`src/rtl/time_set_ctrl.sv`:
```
`default_nettype none
// ============================================================================
// Module   : time_set_ctrl
// Purpose  : Sequencing controller for the HH:MM:SS BCD clock datapath. In
//            RUN it advances time on each TICK_1HZ. BTN_MODE steps it through
//            three set states (hours, minutes, seconds). In those states the
//            time is frozen and BTN_UP/BTN_DOWN edit the selected field. If no
//            button arrives within IDLE_TICKS seconds, it returns to RUN.
// Ports    : CLK        in   1   system clock, rising edge
//            RESET      in   1   asynchronous active-low reset
//            TICK_1HZ   in   1   one-cycle pulse per second
//            BTN_MODE   in   1   one-cycle pulse, advance mode
//            BTN_UP     in   1   one-cycle pulse, increment selected field
//            BTN_DOWN   in   1   one-cycle pulse, decrement selected field
//            TIME_DATA  out  32  {8'h00, HH, MM, SS}, two BCD digits each
//            EDIT_SEL   out  2   00 RUN, 01 SET_HH, 10 SET_MM, 11 SET_SS
//            DAY_PULSE  out  1   one-cycle pulse on midnight rollover
// Revision : 1.0 - initial release
// ============================================================================
module time_set_ctrl #(
    parameter int          HOUR_MAX   = 23,
    parameter logic [7:0]  INIT_HH    = 8'h12,
    parameter logic [7:0]  INIT_MM    = 8'h00,
    parameter logic [7:0]  INIT_SS    = 8'h00,
    parameter int          IDLE_TICKS = 10
) (
    input  logic        CLK,
    input  logic        RESET,
    input  logic        TICK_1HZ,
    input  logic        BTN_MODE,
    input  logic        BTN_UP,
    input  logic        BTN_DOWN,
    output logic [31:0] TIME_DATA,
    output logic [1:0]  EDIT_SEL,
    output logic        DAY_PULSE
);

    // State encoding doubles as the EDIT_SEL output code.
    localparam logic [1:0] c_ST_RUN    = 2'b00;
    localparam logic [1:0] c_ST_SET_HH = 2'b01;
    localparam logic [1:0] c_ST_SET_MM = 2'b10;
    localparam logic [1:0] c_ST_SET_SS = 2'b11;

    // Upper limit of each field, in BCD form.
    localparam logic [7:0] c_HOUR_BCD = {4'(HOUR_MAX / 10), 4'(HOUR_MAX % 10)};
    localparam logic [7:0] c_SIX_MAX  = 8'h59;
    localparam logic [7:0] c_IDLE     = 8'(IDLE_TICKS);

    logic [1:0] state_q, state_d;
    logic [7:0] hh_q, hh_d;
    logic [7:0] mm_q, mm_d;
    logic [7:0] ss_q, ss_d;
    logic [7:0] idle_q, idle_d;
    logic       day_q, day_d;

    logic       w_any_btn;
    logic       w_edit_up;
    logic       w_edit_dn;

    // Increment a two-digit BCD value, wrapping max -> 00.
    function automatic logic [7:0] bcd_inc(input logic [7:0] v, input logic [7:0] maxv);
        logic [7:0] r;
        if (v == maxv) begin
            r = 8'h00;
        end else if (v[3:0] == 4'd9) begin
            r = {v[7:4] + 4'd1, 4'd0};
        end else begin
            r = {v[7:4], v[3:0] + 4'd1};
        end
        return r;
    endfunction

    // Decrement a two-digit BCD value, wrapping 00 -> max.
    function automatic logic [7:0] bcd_dec(input logic [7:0] v, input logic [7:0] maxv);
        logic [7:0] r;
        if (v == 8'h00) begin
            r = maxv;
        end else if (v[3:0] == 4'd0) begin
            r = {v[7:4] - 4'd1, 4'd9};
        end else begin
            r = {v[7:4], v[3:0] - 4'd1};
        end
        return r;
    endfunction

    // A mode press takes priority over an edit. Up and down pressed
    // together cancel each other out.
    assign w_any_btn = BTN_MODE | BTN_UP | BTN_DOWN;
    assign w_edit_up = BTN_UP   & ~BTN_DOWN & ~BTN_MODE;
    assign w_edit_dn = BTN_DOWN & ~BTN_UP   & ~BTN_MODE;

    always_comb begin
        state_d = state_q;
        hh_d    = hh_q;
        mm_d    = mm_q;
        ss_d    = ss_q;
        idle_d  = idle_q;
        day_d   = 1'b0;

        if (state_q == c_ST_RUN) begin
            idle_d = 8'd0;
            if (TICK_1HZ) begin
                ss_d = bcd_inc(ss_q, c_SIX_MAX);
                if (ss_q == c_SIX_MAX) begin
                    mm_d = bcd_inc(mm_q, c_SIX_MAX);
                    if (mm_q == c_SIX_MAX) begin
                        hh_d = bcd_inc(hh_q, c_HOUR_BCD);
                        if (hh_q == c_HOUR_BCD) begin
                            day_d = 1'b1;
                        end
                    end
                end
            end
            if (BTN_MODE) begin
                state_d = c_ST_SET_HH;
            end
        end else begin
            // Set states: edits wrap within the field and never carry.
            case (state_q)
                c_ST_SET_HH: begin
                    if (w_edit_up) hh_d = bcd_inc(hh_q, c_HOUR_BCD);
                    if (w_edit_dn) hh_d = bcd_dec(hh_q, c_HOUR_BCD);
                end
                c_ST_SET_MM: begin
                    if (w_edit_up) mm_d = bcd_inc(mm_q, c_SIX_MAX);
                    if (w_edit_dn) mm_d = bcd_dec(mm_q, c_SIX_MAX);
                end
                default: begin
                    if (w_edit_up) ss_d = bcd_inc(ss_q, c_SIX_MAX);
                    if (w_edit_dn) ss_d = bcd_dec(ss_q, c_SIX_MAX);
                end
            endcase

            // A button in the same cycle as the final idle tick wins, so
            // the idle-timeout branch is only reached with no button.
            if (BTN_MODE) begin
                idle_d = 8'd0;
                case (state_q)
                    c_ST_SET_HH: state_d = c_ST_SET_MM;
                    c_ST_SET_MM: state_d = c_ST_SET_SS;
                    default:     state_d = c_ST_RUN;
                endcase
            end else if (w_any_btn) begin
                idle_d = 8'd0;
            end else if (TICK_1HZ) begin
                if (idle_q + 8'd1 == c_IDLE) begin
                    state_d = c_ST_RUN;
                    idle_d  = 8'd0;
                end else begin
                    idle_d  = idle_q + 8'd1;
                end
            end
        end
    end

    always_ff @(posedge CLK or negedge RESET) begin
        if (!RESET) begin
            state_q <= c_ST_RUN;
            hh_q    <= INIT_HH;
            mm_q    <= INIT_MM;
            ss_q    <= INIT_SS;
            idle_q  <= 8'd0;
            day_q   <= 1'b0;
        end else begin
            state_q <= state_d;
            hh_q    <= hh_d;
            mm_q    <= mm_d;
            ss_q    <= ss_d;
            idle_q  <= idle_d;
            day_q   <= day_d;
        end
    end

    assign TIME_DATA = {8'h00, hh_q, mm_q, ss_q};
    assign EDIT_SEL  = state_q;
    assign DAY_PULSE = day_q;

endmodule
`default_nettype wire

```
`config.mk`:
```
export PLATFORM = sky130hd
export DESIGN_NAME = time_set_ctrl
export DESIGN_NICKNAME = d
export VERILOG_FILES = /design/src/rtl/time_set_ctrl.sv
export SDC_FILE = /design/constraint.sdc
export NUM_CORES = 1
export LEC_CHECK = 0
export BUFFER_PORTS_ARGS = -buffer_cell sky130_fd_sc_hd__buf_2
export CORE_UTILIZATION = 63
export CTS_CLUSTER_DIAMETER = 100
export DETAILED_ROUTE_END_ITERATION = 7
export MAX_ROUTING_LAYER = met4
export PLACE_DENSITY = 0.87
export REMOVE_ABC_BUFFERS = 1
export SLEW_MARGIN = 20
export SYNTH_ARGS = -nofsm -noshare
export SYNTH_HDL_FRONTEND = slang
export SYNTH_SLANG_ARGS = --single-unit
```
`constraint.sdc`:
```
create_clock -name CLK -period 5.2 [get_ports CLK]
set_clock_uncertainty 0.05 [all_clocks]
set_input_delay 0.26 -clock CLK [delete_from_list [all_inputs] [get_ports CLK]]
set_output_delay 0.26 -clock CLK [all_outputs]
set_load 0.01 [all_outputs]
```
Word-level counts from Yosys, hierarchy flattened
Cells that the tools add are included.
Cells by class
  add/subtract/negate cells: 13
  equal/unequal tests: 18
  muxes and demuxes: 47
  bitwise operators: 9
  reductions and logical operators: 21
Operators by type and width (count)
  8-bit two-way mux: 35
  4-bit by 1-bit adder with 4-bit output, second input constant: 6
  8-bit logical NOT: 3
  4-bit by 1-bit subtractor with 4-bit output, second input constant: 6
  8-bit by 7-bit == test with 1-bit output, second input constant: 2
  4-bit == test, second input constant: 3
  4-bit logical NOT: 3
  2-bit two-way mux: 6
  4-bit by 1-bit != test with 1-bit output, second input constant: 3
  4-bit AND reduction: 3
  5-bit AND reduction: 2
  8-bit by 1-bit adder with 8-bit output, second input constant: 1
  8-bit by 4-bit == test with 1-bit output, second input constant: 1
  8-bit by 6-bit == test with 1-bit output, second input constant: 1
  2-bit nonzero test: 4
  2-bit by 1-bit != test with 1-bit output, second input constant: 3
  2-bit != test, second input constant: 3
  6-bit AND reduction: 1
  1-bit two-way mux: 5
  1-bit bitwise AND: 4
  2-bit case mux with 2 select lines: 1
  4-bit nonzero test: 1
  1-bit inverter: 3
  3-bit AND reduction: 1
  6 further kinds: 7
Storage, ports and cells
  bits in registers: 35
  word-level logic and storage cells: 117

Longest topological paths before layout
  depth after elaboration: 7
  depth in mapped cells: 9
  mapped depth without buffers: 7

Worst setup path before layout
No wires, ideal clock.
  path type: register -> register
  start point: register ss_q[0]
  end point: register hh_q[6]
  setup time: 0.132 ns
  data arrival time: 2.123 ns
  required time: 5.018 ns
  slack: 2.895 ns
  stages on the path, launching flop included: 7
  buffers on the path: 0
  period minus slack after synthesis: 2.305 ns
  path through: dfrtp_1 -> ha_1 -> nand3b_4 -> or4_4 -> a211o_4 -> o31ai_2 -> o31ai_1
Between the ends
  longest elaborated chain between the ends: 3
Ends and longest elaborated chain
  start: declaration: line 52  | logic [7:0] ss_q, ss_d;
  start signal: assignment: line 168  | ss_q <= ss_d;
  8-bit by 7-bit == test with 1-bit output: line 104  | if (ss_q == c_SIX_MAX) begin
  2-bit by 1-bit != test with 1-bit output (no line)
  6-bit AND reduction (no line)
  end signal: assignment: line 166  | hh_q <= hh_d;
  end: declaration: line 50  | logic [7:0] hh_q, hh_d;
Every way passes these cells.
A chain may end at the register's enable or synchronous reset.

Worst setup path in the final report
  start point: register state_q[0] (netlist: EDIT_SEL[0])
  end point: register ss_q[5]
Between the ends
  longest elaborated chain between the ends: 4
Ends and longest elaborated chain
  start: declaration: line 49  | logic [1:0] state_q, state_d;
  start signal: assignment: line 158  | state_q <= c_ST_RUN;
  start signal: assignment: line 165  | state_q <= state_d;
  2-bit == test or 2-bit by 1-bit == test with 1-bit output (tied branches): line 119  | case (state_q)
  2-bit OR reduction (no line)
  2-bit by 1-bit != test with 1-bit output (no line)
  4-bit AND reduction (no line)
Parallel ways exist; a longest one is shown, timed or not.

==> results.toml <==
[run_status]
run_status = "complete, no violations"

[finish]
area.sequential_um2 = 878
layout-drive-gt1-share_pct = 15.4
fin_nets = 407
fill_cells = 347
fin_util_pct = 71.7
multiInputGateArea_um2 = 1860
antenna_cells = 0
syn_to_final_growth_pct = 8.00

[logic_synthesis]
ys_types = 63
ys_top_cells_by_area = "dfrtp_1 28%, ha_1 11%, o21ai_0 5.3%"
yosysMostFrequentCell = "dfrtp_1"
synth_area_per_cell_um2 = 8.34
ys_seq_area_share_pct = 30.2
synth-edff-count = 0
yosys_warnings = 0
synth-async-reset-ratio_pct = 100
yosysTopAreaCellShare_pct = 28.4
syn_area_um2 = 2910
synth-seq-cells = 35
synth_top_flop_cell = "dfrtp_1"
yosys.area.top_type = "dfrtp_1"
syn_inst = 349
yosys-top-cells-count = "33 x dfrtp_1, 31 x o21ai_0, 29 x nand2_1, 26 x a21oi_1, 26 x ha_1"

[critical_path]
arrival_ns = 3.16
critPathKind = "register to register"
worstPathRequired_ns = 5.33
end_kind = "register"
start_kind = "register"
worstPathMaxFanout = 29

[placed_design]
numPortBuffers = 32
place_congestion = 0.856
place_ws_ns = 2.28
dp_hpwl_um = 4660

[sta]
drv_slew = 0
slew_headroom_pct = 38.2
fin_setup_tns_ns = 0
hold_viol_final = 0
tightest_slew_ns = 0.926
setup_viol = 0
fin_crit_sh_pct = 58.2
min_period_ns = 3.03
clock.fmax_ghz = 0.330
layout_setup_ws_ns = 2.17
rsz0062_at_grt = "false"

[global_route]
antenna_found_initial = 0
grt-ovfl-total = 0
first_global_vias = 2468
grt_pass1_wl_um = 11300
grt_usage_pct = 28.9
grt_max_degree = 36

[clocking]
clock-sinks = 35
numCtsBuffers = 5
cts-htree-levels = 2
clockBufferDepth = 2
clkLatencyLatePin_ns = 0.29
clkTransAtPathRegs_ns = 0.07
post_cts_resized = 0
post-cts-setup-buffers = 0
ctsHoldBuffers = 0
cts_tree = "built"
clockRootBuffer = "clkbuf_8"

[route]
routed_via_density = 6.35
drt_wl_total_um = 6670
via_count = 2718
first_iter_violations = 336
wire_per_inst_um = 15.6
drc = 0
postRouteAntennaNets = 0
drt_pass1_iterations = 5

[die]
rows = 24
dieArea_um2 = 4890
dieHeight_um = 70.0
die_w_um = 70.0
io_pins = 41
initial_utilization_pct = 66.4
core-area_um2 = 4380

[job]
cap_viol_max_count = 0

[power]
ir_worst_vdd_mv = 0.276
leakagePower_nw = 1.41
cellPowerDensity_nw_per_um2 = 459

[min_path]
hp-class = "input pin to asynchronous set/reset pin"
placed cells by master (no fill, tap or decap), types with 3 or more instances in the layout:
cell,count
a21oi_1,26
a221o_1,3
a22o_1,4
a311oi_1,3
a31oi_1,8
and2_1,5
and3b_1,3
buf_2,32
clkbuf_8,5
conb_1,8
dfrtp_1,33
ha_1,26
inv_1,23
nand2_1,29
nand2b_1,5
nand3_1,10
nand3b_1,4
nand4_1,6
nor2_1,25
nor3_1,12
nor3b_1,3
o21ai_0,31
o22ai_1,4
o31ai_1,6
or2_2,3
or3_1,4
or4_1,4
xor2_1,4
final cells by class:
type                       instances  share of cell area (%)
multi-input combinational        277                    59.3
sequential                        35                    28.0
timing repair buffer              33                    5.34
inverter                          23                    2.75
clock buffer                       7                    2.43
tap                               52                    2.07
clock inverter                     1                   0.159
metrics by stage:
| step | std cells | cell area (um2) | total power, mW | hold WS [ns] |
|---|---|---|---|---|
| after floorplan | 335 | 2820 | 1.00 | -0.0856 |
| after global placement | 420 | 3060 | 1.21 | 0.350 |
| after detailed placement | 420 | 3060 | 1.23 | 0.371 |
| after CTS | 428 | 3140 | 1.43 | 0.0564 |
| after global routing | 428 | 3140 | 1.56 | 0.0842 |
| final | 428 | 3140 | 1.44 | 0.0145 |
registers in the layout, summed over array words and instances (netlist names):
| register | count |
|---|---|
| DAY_PULSE | 1 |
| idle_q | 8 |
| EDIT_SEL | 2 |
| hh_q | 8 |
| mm_q | 8 |
| ss_q | 8 |
final timing paths:
kind	startpoint	endpoint	slack (ns)	depth (start not counted)
worst max register to register	EDIT_SEL[0]$_DFFE_PN0P_	ss_q[5]$_DFFE_PN0P_	2.17	7
worst min register to register	hh_q[1]$_DFFE_PN1P_	hh_q[1]$_DFFE_PN1P_	0.50	2
worst min-delay path	RESET	ss_q[5]$_DFFE_PN0P_	0.01	1
worst max-delay path	EDIT_SEL[0]$_DFFE_PN0P_	ss_q[5]$_DFFE_PN0P_	2.17	7
max in group asynchronous	RESET	idle_q[2]$_DFFE_PN0P_	4.56	1
min in group CLK	BTN_MODE	EDIT_SEL[1]$_DFFE_PN0P_	0.25	2
routing by layer:
metal / track usage, % / routed length (um) / vias up
met4: 10.7 / 70 / 0
met3: 4.91 / 363 / 11
met2: 44.7 / 3130 / 107
met5: - / 0 / -
li1: - / - / 1312
met1: 38.2 / 3100 / 1288
kinds of logic (layout without fill, tap and decap cells):
logic type	Yosys count	after routing	synth area share [%]
muxes	2	2	0.774
xor gates and xnor gates	5	5	1.51
and+or+nand+nor	128	128	25.0
DFF	35	35	30.2
other	1	8	0.129
buffers and inverters	44	64	6.97
adders and majority gates	26	26	11.2
AOI/OAI and AO/OA	108	108	24.2
critical path, cell delays in order (launching register included):
cell and delay (ns):
dfrtp_1 0.42, inv_1 0.12, ha_1 0.46, or4b_1 0.80, nor2_1 0.14, nor3_1 0.46
o21ai_0 0.24, a22o_1 0.23
report_power, final:
| group | leakage [nW] | switching [mW] | internal (mW) |
|---|---|---|---|
| logic | 0.922 | 0.423 | 0.310 |
| registers | 0.448 | 0.158 | 0.356 |
| clock network | 0.0422 | 0.100 | 0.0941 |
No activity file was read; power rests on OpenSTA's default activity.
